[src/rtl/cnt_sched_pkg.sv]
// Shared definitions for the counter-window scheduler: FSM encoding and
// default sizing constants used by the top level and its counter.
package cnt_sched_pkg;

  localparam int N_REQ_DEF = 4;
  localparam int CNT_W_DEF = 8;

  // Explicit encodings keep the state register layout stable across tools.
  typedef enum logic [1:0] {
    IDLE = 2'd0,
    RUN  = 2'd1,
    DONE = 2'd2
  } state_t;

endpackage

[src/rtl/window_cnt.sv]
// Shared interval counter: holds the terminal count of the current window
// and flags when the running count has reached it.
module window_cnt
  import cnt_sched_pkg::*;
#(
  parameter int CNT_W = CNT_W_DEF
) (
  input  logic             clk,
  input  logic             rst,
  input  logic             clr,
  input  logic             load,
  input  logic [CNT_W-1:0] load_tc,
  input  logic             inc,
  output logic [CNT_W-1:0] cnt,
  output logic             match
);

  logic [CNT_W-1:0] cnt_reg;
  logic [CNT_W-1:0] tc_reg;

  // Load starts a new window from zero; clear only drops the count so the
  // terminal value stays untouched until the next grant reloads it.
  always_ff @(posedge clk or posedge rst) begin
    if (rst) begin
      cnt_reg <= '0;
      tc_reg  <= '0;
    end else if (load) begin
      cnt_reg <= '0;
      tc_reg  <= load_tc;
    end else if (clr) begin
      cnt_reg <= '0;
    end else if (inc) begin
      cnt_reg <= cnt_reg + CNT_W'(1);
    end
  end

  assign cnt   = cnt_reg;
  assign match = (cnt_reg == tc_reg);

endmodule

[src/rtl/cnt_window_sched.sv]
// Round-robin owner of a shared interval counter: grants one requester a
// window of its requested length and pulses that requester's done flag at
// the end, or releases the counter early when the requester withdraws.
module cnt_window_sched
  import cnt_sched_pkg::*;
#(
  parameter int N_REQ = N_REQ_DEF,
  parameter int CNT_W = CNT_W_DEF
) (
  input  logic                   clk,
  input  logic                   rst,
  input  logic                   en,
  input  logic [N_REQ-1:0]       req,
  input  logic [N_REQ*CNT_W-1:0] len,
  output logic [N_REQ-1:0]       gnt,
  output logic [N_REQ-1:0]       done,
  output logic [CNT_W-1:0]       cnt,
  output logic                   busy,
  output logic                   rdy
);

  localparam int IDX_W = (N_REQ > 1) ? $clog2(N_REQ) : 1;
  localparam logic [IDX_W-1:0] LAST_IDX = IDX_W'(N_REQ - 1);
  localparam logic [IDX_W:0]   N_WIDE   = (IDX_W + 1)'(N_REQ);

  state_t             state_reg;
  logic [N_REQ-1:0]   gnt_reg;
  logic [N_REQ-1:0]   done_reg;
  logic [IDX_W-1:0]   last_gnt_reg;

  logic [IDX_W-1:0]   start_idx;
  logic [2*N_REQ-1:0] req_dbl;
  logic [N_REQ-1:0]   req_rot;
  logic [IDX_W-1:0]   rot_off;
  logic               rot_found;
  logic [IDX_W:0]     pick_sum;
  logic [IDX_W-1:0]   pick_idx;
  logic [N_REQ-1:0]   pick_onehot;
  logic [CNT_W-1:0]   len_sel;

  logic               grant_fire;
  logic               owner_req;
  logic               abort;
  logic               step;
  logic               match;

  // Rotate requests so the search begins just after the last winner, take
  // the lowest set bit, then map that offset back to an absolute index.
  always_comb begin
    start_idx = (last_gnt_reg == LAST_IDX) ? '0 : last_gnt_reg + IDX_W'(1);
    req_dbl   = {req, req};
    req_rot   = req_dbl[start_idx +: N_REQ];
    rot_off   = '0;
    rot_found = 1'b0;
    for (int k = 0; k < N_REQ; k++) begin
      if (!rot_found && req_rot[k]) begin
        rot_off   = IDX_W'(k);
        rot_found = 1'b1;
      end
    end
    pick_sum = {1'b0, start_idx} + {1'b0, rot_off};
    if (pick_sum >= N_WIDE) begin
      pick_sum = pick_sum - N_WIDE;
    end
    pick_idx = pick_sum[IDX_W-1:0];
  end

  generate
    for (genvar gi = 0; gi < N_REQ; gi++) begin : g_onehot
      assign pick_onehot[gi] = (pick_idx == IDX_W'(gi));
    end
  endgenerate

  // Length of the winning requester, sampled only when the grant is taken.
  assign len_sel = len[pick_idx*CNT_W +: CNT_W];

  assign grant_fire = (state_reg == IDLE) && (|req);
  assign owner_req  = |(req & gnt_reg);
  // Withdrawal is checked ahead of the enable so an abort is honoured even
  // while the count is stalled, and it beats a coincident terminal count.
  assign abort      = (state_reg == RUN) && !owner_req;
  assign step       = (state_reg == RUN) && owner_req && en;

  // tc = len-1 wraps for len=0, giving the full 2^CNT_W window.
  window_cnt #(
    .CNT_W (CNT_W)
  ) u_window_cnt (
    .clk     (clk),
    .rst     (rst),
    .clr     (abort || (state_reg == DONE)),
    .load    (grant_fire),
    .load_tc (len_sel - CNT_W'(1)),
    .inc     (step),
    .cnt     (cnt),
    .match   (match)
  );

  // Scheduler FSM: grant in IDLE, count in RUN, one-cycle done in DONE.
  always_ff @(posedge clk or posedge rst) begin
    if (rst) begin
      state_reg    <= IDLE;
      gnt_reg      <= '0;
      done_reg     <= '0;
      last_gnt_reg <= LAST_IDX;
    end else begin
      done_reg <= '0;
      case (state_reg)
        IDLE: begin
          if (grant_fire) begin
            state_reg    <= RUN;
            gnt_reg      <= pick_onehot;
            last_gnt_reg <= pick_idx;
          end
        end
        RUN: begin
          if (abort) begin
            state_reg <= IDLE;
            gnt_reg   <= '0;
          end else if (step && match) begin
            state_reg <= DONE;
            done_reg  <= gnt_reg;
          end
        end
        DONE: begin
          state_reg <= IDLE;
          gnt_reg   <= '0;
        end
        default: begin
          state_reg <= IDLE;
          gnt_reg   <= '0;
        end
      endcase
    end
  end

  assign gnt  = gnt_reg;
  assign done = done_reg;
  assign busy = (state_reg == RUN) || (state_reg == DONE);
  assign rdy  = (state_reg == IDLE);

endmodule

[config.mk]
export PLATFORM = sky130hd
export DESIGN_NAME = cnt_window_sched
export DESIGN_NICKNAME = d
export VERILOG_FILES = /design/src/rtl/cnt_sched_pkg.sv /design/src/rtl/window_cnt.sv /design/src/rtl/cnt_window_sched.sv
export SDC_FILE = /design/constraint.sdc
export NUM_CORES = 1
export LEC_CHECK = 0
export ABC_AREA = 0
export CAP_MARGIN = 20
export CORE_MARGIN = 8
export CORE_UTILIZATION = 50
export CTS_BUF_LIST = sky130_fd_sc_hd__clkbuf_8 sky130_fd_sc_hd__clkbuf_16
export DETAILED_ROUTE_END_ITERATION = 12
export GPL_TIMING_DRIVEN = 0
export PLACE_DENSITY = 0.86
export SETUP_SLACK_MARGIN = 0.05
export SYNTH_ARGS = -nofsm -noshare
export SYNTH_HDL_FRONTEND = slang
export SYNTH_SLANG_ARGS = --single-unit
export TNS_END_PERCENT = 100
[constraint.sdc]
create_clock -name clk -period 6.7 [get_ports clk]
set_input_delay 1.005 -clock clk [delete_from_list [all_inputs] [get_ports clk]]
set_output_delay 1.005 -clock clk [all_outputs]
set_load 0.03 [all_outputs]
Word level (Yosys, flattened, before mapping). Cells that the tools add are included.

Flip-flop bits (word level): 28. Output and inout port bits: 18. Bits in writable memories: 0. Memories kept: 0. Bits in read-only memories: 0. Latch bits: 0. Bits of input ports: 39. Logic and storage cells: 68.

Add/subtract/negate cells: 5. Mux-type cells: 21. Reductions and logical operators: 22. Shift operators: 2. $lt $le $gt $ge: 1. Bitwise operators: 1. Equality and inequality tests: 10. Multiply operators: 0. Div/mod/pow operators: 0.

Operators with widths (count): 32-bit by 6-bit indexed part select with 8-bit output (1); 8-bit two-way mux (3); 4-bit two-way mux (5); 2-bit two-way mux (7); 8-bit by 1-bit adder with 8-bit output (second input constant) (1); 2-bit equality test (second input constant) (4); 8-bit equality test (1); 1-bit logical AND (8); 4-bit case mux with 2 select lines (1); 4-bit OR reduction (2); 8-bit by 3-bit indexed part select with 4-bit output (1); 8-bit by 1-bit subtractor with 8-bit output (second input constant) (1); 2-bit AND reduction (3); 4-bit AND (1); 2-bit by 1-bit equality test with 1-bit output (second input constant) (2); 1-bit zero test (4); 2-bit zero test (2); 1-bit two-way mux (4); 2-bit case mux with 2 select lines (1); 2-bit by 2-bit adder with 3-bit output (1); 3-bit >= comparator (second input constant) (1); 3-bit by 2-bit inequality test with 1-bit output (second input constant) (1); 3-bit nonzero test (1); 2-bit by 1-bit adder with 2-bit output (second input constant) (1); other kinds (4) (5).

Logic depth before layout (Yosys ltp).
Word-level depth: 19. Depth in mapped cells: 15. Depth with buffers taken out: 15.

Cells and area by module. From an unflattened synthesis, not the netlist that was laid out.

Cell total of the unflattened synthesis: 207. Area total of the unflattened synthesis: 2053.2 um^2.

By module, submodules not included: cnt_window_sched (seq. area each 302.8 um^2, cells each 139, area an instance 1265.0 um^2, instances 1); window_cnt (seq. area each 400.4 um^2, cells each 68, area an instance 788.3 um^2, instances 1).

Worst setup path after synthesis. Ideal clock, no wire load.

Kind: input port to flip-flop. From: input port req[0]. To: register u_window_cnt.tc_reg[6]. Path buffers: 0. Path slack: 3309 ps. Cell stages on the path: 13. Data arrival time: 3267 ps. Cells stage by stage: inv_1 > o21ai_0 > a21oi_1 > a31oi_1 > o21ai_0 > ha_1 > mux4_1 > inv_1 > ha_1 > inv_1 > nor3_2 > a21oi_1 > a211o_1.

Cells in the longest elaborated chain, start to end: 16. Elaborated cells on any way between the ends: 21.

RTL lines: from (decl) (RTL line cnt_window_sched.sv:13) `input logic [N_REQ-1:0] req,`; 8-bit by 3-bit indexed part select with 4-bit output * (RTL line cnt_window_sched.sv:52) `req_rot = req_dbl[start_idx +: N_REQ];`; 1-bit two-way mux (RTL line cnt_window_sched.sv:56) `if (!rot_found && req_rot[k]) begin`; 1-bit zero test (RTL line cnt_window_sched.sv:56); 1-bit logical AND (RTL line cnt_window_sched.sv:56); 1-bit two-way mux (RTL line cnt_window_sched.sv:56); 1-bit zero test (RTL line cnt_window_sched.sv:56); 1-bit logical AND (RTL line cnt_window_sched.sv:56); 1-bit two-way mux (RTL line cnt_window_sched.sv:56); 1-bit zero test (RTL line cnt_window_sched.sv:56); 1-bit logical AND (RTL line cnt_window_sched.sv:56); 2-bit two-way mux * (RTL line cnt_window_sched.sv:56); 2-bit by 2-bit adder with 3-bit output * (RTL line cnt_window_sched.sv:61) `pick_sum = {1'b0, start_idx} + {1'b0, rot_off};`; 3-bit >= comparator or 2-bit by 1-bit subtractor with 2-bit output (tied branches) (RTL line cnt_window_sched.sv:62, cnt_window_sched.sv:63); 2-bit two-way mux * (RTL line cnt_window_sched.sv:62) `if (pick_sum >= N_WIDE) begin`; named net pick_sum[0] (RTL line cnt_window_sched.sv:36) `logic [IDX_W:0] pick_sum;`; 32-bit by 6-bit indexed part select with 8-bit output * (RTL line cnt_window_sched.sv:75) `assign len_sel = len[pick_idx*CNT_W +: CNT_W];`; 8-bit by 1-bit subtractor with 8-bit output * (RTL line cnt_window_sched.sv:92) `.load_tc (len_sel - CNT_W'(1)),`; to (signal assigned) (RTL line window_cnt.sv:29) `tc_reg <= load_tc;`; to (decl) (RTL line window_cnt.sv:19) `logic [CNT_W-1:0] tc_reg;`.

Mark *: on every way through the listed nets, which the timed path passes. The rest lies on a longest branch. A chain may end at the register's enable or synchronous reset.

Worst setup path after layout. Ends and elaborated chain as after synthesis.

==> summary by stage <==
Run status
The flow ran to the end, and the final reports show no timing, DRC or antenna violations.

GRT
The first global-routing pass estimated 7452 um of wire. Global routing used ~17% of the available tracks across all layers. The pin count of the biggest net entering global routing is 29. After global routing the overflow that remains totals 0.

The number of global-route vias before repair came to 1651. The initial antenna violation count is 0.

Power and ir drop
The total power is 1.109 mW. Across the VDD grid, the largest voltage drop is about 0.35 mV. For this design the ratio of total power to cell area is 449.0 nW/um^2. The analysis attributes to cell leakage a power of 1.038 nW.

Final layout
Compared with the post-synthesis result, the final layout area differs by 39.63%. The number of filler instances in the final layout is between 200 and 300. The fraction of final layout cells sized beyond drive strength 1 is ~8.7%.

The register area is 703.2 sq um. The number of antenna cells inserted is 0. In the layout the commonest cells are 56 x sky130_fd_sc_hd__clkdlybuf4s50_1, 26 x sky130_fd_sc_hd__dfrtp_1, 18 x sky130_fd_sc_hd__nor2_1.

In the final layout, the multi-input gates occupy 1008 sq um. Leaving out fill and tap cells, the most frequent cell in the layout is sky130_fd_sc_hd__clkdlybuf4s50_1. For this run, the post-layout net count is 277.

Worst setup path
Along the worst path, the maximum fanout reaches 6. The number of cells on the worst reg-to-reg path is 13. STA puts the critical path data arrival time at 4.18 ns. The startpoint type of the worst setup path is an input port. The required time of the worst setup path is 6.86 ns.

STA classifies the critical path endpoint as a flop. The kind of critical path is in2reg.

Detailed routing
The final wirelength is 4267 um. The remaining antenna violation count is 0. The average wire length per cell after detail routing is 15.46 um. The post-route DRC violation count is 0.

For this run, the detailed router's first-pass iteration total came to 4. In this run, the number of DRC markers left after iteration 0 of detailed routing was around 120. The number of vias per cell after detailed routing is 5.558.

The routed layout has 1534 vias.

Logic synthesis
In the synthesized netlist the async set-or-reset flop fraction comes to 100.0%. The synthesized netlist occupies a cell area of 1768 sq um. The netlist uses 42 different library cells.

The most used flip-flop cell after synthesis is sky130_fd_sc_hd__dfrtp_1. The mean cell area of the mapped netlist is around 10 sq um. The synthesized design contains 0 enable-type register cells. Synthesis handed over a netlist of 169 instances. When the netlist entered floorplanning its net count stood at ~220. The number of flip-flops and latches in the synthesized netlist is 28. Summing the sequential cell areas from Yosys gives 39.77% of the chip area. The Yosys step of the flow raised 0 warnings.

Clocking
The depth of the CTS H-tree is 1. Clock latency on the worst-skew pair, taken at its later pin, is 0.27 ns. The clock-pin slew reported for the worst setup and hold paths after clock tree synthesis is ~0.09 ns. The number of buffers added for setup after CTS is 0.

CTS placed an instance of sky130_fd_sc_hd__clkbuf_8 at the clock tree root. TritonCTS built the clock tree. The number of gates resized after CTS was 0. The number of clock buffers inserted by TritonCTS is 3. Counting every sink on the clock net gives 28. The largest buffer count on any clock path is 2. After clock tree synthesis, the flow added hold-fix buffers numbering 0.

Die
In this run the vertical extent of the chip is 75.47 um. The region available for standard cell placement spans 3363 sq um. The total number of placement rows is 21. For this configuration, the core starts out at a cell density of 52.57%. 57 I/O pins were placed. The full die area is between 5000 and 6000 sq um. The horizontal extent of the die is 75.47 um.

Timing
The number of setup violations in the final report is 0. Of the available clock period, the critical path in the final layout requires 59.96%. Setup repair after global routing left no endpoint under its margin. The worst pin sits at a relative slew slack of 51.37%. Summed over all failing endpoints, the final setup total negative slack is 0 ns. The worst setup skew after layout is 0.005550 ns. The final setup slack of the worst path is between 2 and 3 ns.

At the pin with the least slew margin, the transition time is 0.7229 ns. The number of slew-limit violations in the final report is 0. Based on the critical path, the design can be clocked at up to between 200 and 250 MHz.

The shortest period the worst path allows is 4.017 ns. The number of hold violations in the final report was 0.

Worst hold path
The worst hold path depth is 2. In this run the worst hold path is classified as reg2reg.

Placed design
The HPWL after detailed placement is 3497 um. The count of input and output buffers is 56. The congestion estimate from routability-driven global placement came to between 0.8 and 0.9.

Before CTS, the worst setup slack after placement is around 2.4 ns.

Flow run
The reported max-cap violation count is 0.
-- worst max-delay path, stage by stage --
cell                              delay, ns
sky130_fd_sc_hd__clkdlybuf4s50_1       0.58
sky130_fd_sc_hd__inv_1                 0.11
sky130_fd_sc_hd__o21ai_0               0.17
sky130_fd_sc_hd__a21oi_1               0.09
sky130_fd_sc_hd__a31oi_1               0.17
sky130_fd_sc_hd__o21ai_0               0.10
sky130_fd_sc_hd__ha_1                  0.39
sky130_fd_sc_hd__mux4_1                0.63
sky130_fd_sc_hd__inv_1                 0.09
sky130_fd_sc_hd__ha_1                  0.18
sky130_fd_sc_hd__inv_1                 0.06
sky130_fd_sc_hd__nor3_2                0.24
sky130_fd_sc_hd__a21oi_1               0.10
sky130_fd_sc_hd__a211o_1               0.27
-- power by group --
part           switching (mW)  internal [mW]  leakage, nW
clock network          0.0492         0.0526       0.0288
logic                   0.388          0.364        0.643
registers              0.0345          0.220        0.366
total                   0.471          0.637         1.04
-- worst paths after layout --
path	startpoint	to	slack, ns
worst min register to register	u_window_cnt.tc_reg[0]	u_window_cnt.tc_reg[0]	0.52
max in group asynchronous	rst	last_gnt_reg[1]	5.32
min in group asynchronous	rst	gnt[1]	0.93
worst max-delay path	req[0]	u_window_cnt.tc_reg[6]	2.68
worst max register to register	last_gnt_reg[0]	u_window_cnt.tc_reg[6]	3.28
worst min-delay path	u_window_cnt.tc_reg[0]	u_window_cnt.tc_reg[0]	0.52
-- layer usage --
metal | track usage [%] | wire (um)
met3 | 3.684 | 271
met5 | 0 | 0
met2 | 29.72 | 2148
met1 | 20.06 | 1762
met4 | 6.823 | 85
-- cells in the mapped netlist, types with 2 or more instances --
library cell / instances / area (sq um)
sky130_fd_sc_hd__a211o_1: 3 / 26.28
sky130_fd_sc_hd__a21o_1: 2 / 15.01
sky130_fd_sc_hd__a21oi_1: 5 / 25.02
sky130_fd_sc_hd__a22oi_1: 2 / 15.01
sky130_fd_sc_hd__a31oi_1: 2 / 12.51
sky130_fd_sc_hd__and2_1: 5 / 31.28
sky130_fd_sc_hd__and3_1: 3 / 18.77
sky130_fd_sc_hd__clkbuf_1: 2 / 7.510
sky130_fd_sc_hd__dfrtp_1: 26 / 650.6
sky130_fd_sc_hd__dfstp_2: 2 / 52.55
sky130_fd_sc_hd__ha_1: 7 / 87.58
sky130_fd_sc_hd__inv_1: 8 / 30.03
sky130_fd_sc_hd__mux2_2: 3 / 33.78
sky130_fd_sc_hd__mux4_1: 5 / 131.4
sky130_fd_sc_hd__mux4_2: 3 / 67.56
sky130_fd_sc_hd__nand2_1: 16 / 60.06
sky130_fd_sc_hd__nand2b_1: 4 / 25.02
sky130_fd_sc_hd__nand3_1: 3 / 15.01
sky130_fd_sc_hd__nand4_1: 3 / 18.77
sky130_fd_sc_hd__nor2_1: 18 / 67.56
sky130_fd_sc_hd__nor3_1: 2 / 10.01
sky130_fd_sc_hd__nor3_2: 2 / 20.02
sky130_fd_sc_hd__o21a_1: 2 / 15.01
sky130_fd_sc_hd__o21ai_0: 6 / 30.03
sky130_fd_sc_hd__o21ai_1: 2 / 10.01
sky130_fd_sc_hd__xnor2_1: 14 / 122.6
sky130_fd_sc_hd__xor2_1: 4 / 35.03
-- through the flow --
stage	hold slack, ns	instances	area, sq um	util, %
after floorplan	0.4704	169	1768	-
after global placement	0.4968	271	2386	70.94
after detailed placement	0.5023	271	2386	70.94
after CTS	0.5223	275	2441	72.58
after global routing	0.5575	276	2469	73.40
final	0.5215	276	2469	73.40
-- area by class of cell --
| type | instances | area share [%] |
|---|---|---|
| multi-input combinational | 129 | 40.85 |
| sequential | 28 | 28.48 |
| timing repair buffer | 57 | 23.82 |
| tap | 46 | 2.331 |
| clock buffer | 4 | 2.230 |
| inverter | 8 | 1.216 |
| buffer | 4 | 1.064 |
-- kinds of logic after synthesis --
family	share of synthesized area (%)
compound gates	11.89
xor+xnor	9.837
fa+ha+maj	5.591
buf+inv	3.185
flops	39.77
mux	13.16
simple gates	16.56
Note: power is estimated with default switching activity, not from simulation.
